$ cat config.mk
export PLATFORM = sky130hd
export DESIGN_NAME = buffer
export DESIGN_NICKNAME = d
export VERILOG_FILES = /design/src/rtl/buffer_pkg.sv /design/src/rtl/buffer_rise_detect.sv /design/src/rtl/buffer.sv
export SDC_FILE = /design/constraint.sdc
export NUM_CORES = 1
export LEC_CHECK = 0
export CAP_MARGIN = 40
export CORE_MARGIN = 4
export CORE_UTILIZATION = 27
export DETAILED_ROUTE_END_ITERATION = 16
export GPL_TIMING_DRIVEN = 0
export SKIP_LAST_GASP = 1
export SLEW_MARGIN = 25
export SYNTH_ARGS = -nofsm -noshare
export SYNTH_HDL_FRONTEND = slang
export SYNTH_SLANG_ARGS = --single-unit
$ cat constraint.sdc
create_clock -name clk -period 3 [get_ports clk]
set_clock_uncertainty 0.2 [all_clocks]
set_input_delay 0.6 -clock clk [delete_from_list [all_inputs] [get_ports clk]]
set_output_delay 0.6 -clock clk [all_outputs]
set_load 0.02 [all_outputs]
$ cat src/rtl/buffer_pkg.sv
// Shared types and constants for the UART-to-game holding buffer.
package buffer_pkg;

  localparam int unsigned DATA_WIDTH = 8;

  typedef enum logic {
    EMPTY = 1'b0,
    FULL  = 1'b1
  } state_t;

endpackage

$ cat src/rtl/buffer_rise_detect.sv
// Rising-edge detector for the receiver's level-valid ready signal.
module rise_detect (
  input  logic clk,
  input  logic nRst,
  input  logic i_ready,
  output logic o_rise_c
);

  logic r_ready_q;

  always_ff @(posedge clk or negedge nRst) begin
    if (!nRst) r_ready_q <= 1'b0;
    else       r_ready_q <= i_ready;
  end

  // Clearing to 0 on reset makes an already-high ready count as one rise.
  assign o_rise_c = i_ready & ~r_ready_q;

endmodule

$ cat src/rtl/buffer.sv
// One-deep holding register between the UART receiver and the game logic.
module buffer
  import buffer_pkg::*;
#(
  parameter int unsigned WIDTH = DATA_WIDTH
) (
  input  logic             clk,
  input  logic             nRst,
  input  logic             ready,
  input  logic [WIDTH-1:0] Rx_byte,
  input  logic             game_rdy,
  output logic [WIDTH-1:0] guess
);

  state_t           r_state;
  logic [WIDTH-1:0] r_data;
  logic [WIDTH-1:0] r_guess;
  logic             w_rise;

  rise_detect u_rise_detect (
    .clk      (clk),
    .nRst     (nRst),
    .i_ready  (ready),
    .o_rise_c (w_rise)
  );

  // A new byte always overwrites the held one; a transfer hands out the old one.
  always_ff @(posedge clk or negedge nRst) begin
    if (!nRst) begin
      r_state <= EMPTY;
      r_data  <= '0;
      r_guess <= '0;
    end else if (r_state == EMPTY) begin
      if (w_rise) begin
        r_data  <= Rx_byte;
        r_state <= FULL;
      end
    end else begin
      if (game_rdy) r_guess <= r_data;
      if (w_rise)        r_data  <= Rx_byte;
      else if (game_rdy) r_state <= EMPTY;
    end
  end

  assign guess = r_guess;

endmodule

### After elaboration in Yosys (flattened, before gate mapping)

Index checks and enable logic that the tools add are counted.

| storage, ports and cells | value |
|---|---|
| register bits after elaboration | 18 |
| bits in latches | 0 |
| RAM bits | 0 |
| ROM bits | 0 |
| input port bits | 12 |
| output and inout bits | 8 |
| logic and storage cells | 11 |
| memories kept | 0 |

| cells by class | value |
|---|---|
| add/sub/neg operators | 0 |
| multipliers | 0 |
| div/mod/pow operators | 0 |
| $lt $le $gt $ge | 0 |
| equal/unequal tests | 0 |
| shift-type cells | 0 |
| mux-type cells | 4 |
| bitwise logic cells | 2 |
| reduce and logical (&&, ||, !) cells | 1 |

Operators by type and width:

| cell | number |
|---|---|
| $mux W1 | 4 |
| $reduce_and A2 Y1 | 1 |
| $and A1 B1 Y1 | 1 |
| $not A1 Y1 | 1 |

### Logic depth before layout (Yosys ltp)

| depth | value |
|---|---|
| word-level depth | 4 |
| depth in mapped cells | 3 |
| mapped depth without buffers | 2 |

### By module

A second synthesis with hierarchy kept.

| unflattened totals | value |
|---|---|
| cell total of the unflattened synthesis | 39 |
| area total of the unflattened synthesis | 666.9 um^2 |

Modules (own cells, without submodules):

| module | instances | cells an instance | area an instance (um^2) | sequential area each (um^2) |
|---|---|---|---|---|
| buffer | 1 | 37 | 628.1 | 425.4 |
| rise_detect | 1 | 2 | 38.8 | 25.0 |

### Worst setup path before layout

OpenSTA, ideal clock, no wires.

| timing path | value |
|---|---|
| path type | input-to-reg |
| start point | input port ready |
| end point | register r_data[0] |
| setup time | 0.125 ns |
| arrival | 1.154 ns |
| required time | 2.675 ns |
| setup slack | 1.521 ns |
| stages on the path | 3 |
| buffers on the path | 1 |
| path through | nor2b_4 > buf_6 > mux2_4 |

| between the ends | value |
|---|---|
| word-level cells in the longest chain between the ends | 1 |

RTL lines:

| item | RTL line | RTL |
|---|---|---|
| from (decl) | buffer.sv:9 | `input logic ready,` |
| $and A1 B1 Y1 | buffer_rise_detect.sv:17 | `assign o_rise_c = i_ready & ~r_ready_q;` |
| to (signal assigned) | buffer.sv:35 | `r_data <= Rx_byte;` |
| to (signal assigned) | buffer.sv:40 | `if (w_rise) r_data <= Rx_byte;` |
| to (decl) | buffer.sv:16 | `logic [WIDTH-1:0] r_data;` |

Every way passes these cells.
A chain may end at the register's enable or synchronous reset.

### Final worst setup path

| timing path | value |
|---|---|
| start point | register r_guess[0] (netlist: guess[0]) |
| end point | output port guess[0] |

RTL lines:

| item | RTL line | RTL |
|---|---|---|
| from (decl) | buffer.sv:17 | `logic [WIDTH-1:0] r_guess;` |
| from (signal assigned) | buffer.sv:39 | `if (game_rdy) r_guess <= r_data;` |
| to (decl) | buffer.sv:12 | `output logic [WIDTH-1:0] guess` |

No word-level cell between the ends.

==> results.json <==
{
  "status": "finished, final reports clean",
  "drtPass1Iterations": 1,
  "timing.final.crit_period_ns": 2.05,
  "ys_types": 8,
  "worstPathCellList": "clkdlybuf4s50_1",
  "ant_nets": 0,
  "ys_ff_latch": 18,
  "gp_congestion": 0.561,
  "cp_top_family": "buffers and inverters",
  "worst_pin_slew_ns": 0.408,
  "fp.dieH_um": 59.1,
  "io_pins": 20,
  "num_antenna_cells": 0,
  "relSlewSlack": 0.727,
  "crit_end": "guess[0]",
  "regArea_um2": 450,
  "drc": 0,
  "clk_pin_slew_ns": 0.10,
  "synth.cell_area_um2": 704,
  "cts_resized": 0,
  "worst-path-max-fanout": 2,
  "rows": 18,
  "crit_path_start": "guess[0]",
  "crit_slowest_cell": "clkdlybuf4s50_1",
  "grt_max_degree": 19,
  "yosys_warnings": 0,
  "rsz0062_at_grt": "false",
  "place_inst": 88,
  "final_cells": 93,
  "finalSetupViolations": 0,
  "track_usage": 0.0784,
  "finalPower_mw": 0.653,
  "vias_per_cell": 4.12,
  "syn_avg_cell_area_um2": 18.1,
  "crit_buf_inv": 1,
  "post_cts_buffers": 0,
  "r2r-end": "r_data[6]",
  "cts_tree": "built",
  "critPathMaxStageDelay_ns": 0.61,
  "finalHoldViolCount": 0,
  "fill_cells": 254,
  "clock-root-buffer": "clkbuf_4",
  "num_vias": 383,
  "path_class": "reg -> out",
  "cts_sinks": 18,
  "yosysSeqAreaShare": 0.639,
  "min_period_over_period": 0.684,
  "maxCapViolCount": 0,
  "detailed_place_hpwl_um": 799,
  "wire_per_inst_um": 12.5,
  "r2r_start": "u_rise_detect.r_ready_q",
  "cp-start-kind": "flop",
  "clk_path_buf_depth": 2,
  "critPathArrivalTime_ns": 1.25,
  "portBuffers": 19,
  "synth_nets": 51,
  "hold_buffers": 0,
  "setup_tns_ns": 0,
  "syn2layout_area_growth_pct": 39.1,
  "antenna_found_initial": 0,
  "leakage_nw": 0.434,
  "drive_gt1_frac": 0.397,
  "synthCells": 39,
  "initial_utilization": 0.284,
  "cp_num_cells": 1,
  "h-tree-depth": 1,
  "die_x_um": 59.1,
  "drt-total-wl_mm": 1.16,
  "hp-class": "reg -> reg",
  "irDropWorstVdd_mv": 0.384,
  "dieArea_mm2": 0.00349,
  "cts_buffers": 3,
  "max_clock_freq_ghz": 0.487,
  "drt_iter0_markers": 0,
  "grt_pass1_vias": 431,
  "cp.required_ns": 2.20,
  "insertion_delay_ns": 0.28,
  "overflow": 0,
  "p_per_area_mw_per_mm2": 667,
  "endpoint_kind": "primary output",
  "nets": 76,
  "slew_viol_final": 0,
  "grt_pass1_wl_mm": 2.00,
  "core_mm2": 0.00248,
  "reg2reg_depth": 3,
  "multi_input_area_um2": 239,
  "ff2ff_setup_slack_ns": 1.69
}
worst min-delay path by stage:
stage / start / to / slack, ns / cells after the start
floorplan: nRst / guess[0] / 0.10 / 0
CTS: guess[1] / guess[1] / 0.32 / 1
global route: r_data[1] / r_data[1] / 0.33 / 1
finish: guess[1] / guess[1] / 0.31 / 1
detailed placement: r_data[2] / r_data[2] / 0.29 / 1
global placement: r_state / r_state / 0.29 / 1
power breakdown:
part | leakage (nW) | switching [mW] | internal [mW]
sequential | 0.212 | 0.0244 | 0.292
combinational | 0.201 | 0.0772 | 0.117
clock | 0.0210 | 0.0692 | 0.0738
flip-flops by register name, indices dropped and copies added, names as in the netlist:
register / cells
guess: 8
r_data: 8
r_state: 1
u_rise_detect.r_ready_q: 1
cells by family after synthesis:
group | Yosys count | share of synthesized area
DFF | 18 | 0.639
muxes | 16 | 0.298
and+or+nand+nor | 2 | 0.0284
buffers and inverters | 2 | 0.0213
AOI/OAI and AO/OA | 1 | 0.0124
cells in the mapped netlist:
master | number | share of area
a21o_2 | 1 | 0.012
buf_6 | 1 | 0.016
dfrtp_1 | 18 | 0.64
inv_1 | 1 | 0.0053
mux2_2 | 8 | 0.13
mux2_4 | 8 | 0.17
nand2_2 | 1 | 0.0089
nor2b_4 | 1 | 0.020
layout by cell type, fill, tap and decap left out:
cell type        instances
a21o_2                   1
buf_6                    2
clkbuf_4                 3
clkbuf_8                 1
clkdlybuf4s50_1         19
dfrtp_1                 18
inv_1                    1
mux2_2                   8
mux2_4                   8
nand2_2                  1
nor2b_4                  1
area by class of cell:
type | count | area share
tap | 30 | 0.0383
inverter | 1 | 0.00383
clock buffer | 4 | 0.0370
sequential | 18 | 0.460
timing repair buffer | 20 | 0.206
multi-input combinational | 19 | 0.244
buffer | 1 | 0.0115
metal layers:
metal  routed length (um)  up-vias  global-route usage
li1                     -      182                   -
met1                  584      188               0.116
met2                  489       13              0.0994
met3                   85        0              0.0261
met4                    0        0              0.0388
met5                    0        -                   0
per-stage QoR:
step	instance area, um^2	hold slack [ns]	utilization	setup WS, ns
2_1_floorplan	704	0.104	-	1.52
3_3_place_gp	932	0.289	0.376	0.962
3_5_place_dp	932	0.291	0.376	0.960
4_1_cts	968	0.317	0.391	0.926
5_1_grt	980	0.335	0.395	0.864
6_report	980	0.311	0.395	0.948
Power figures use the tool's default switching activity.
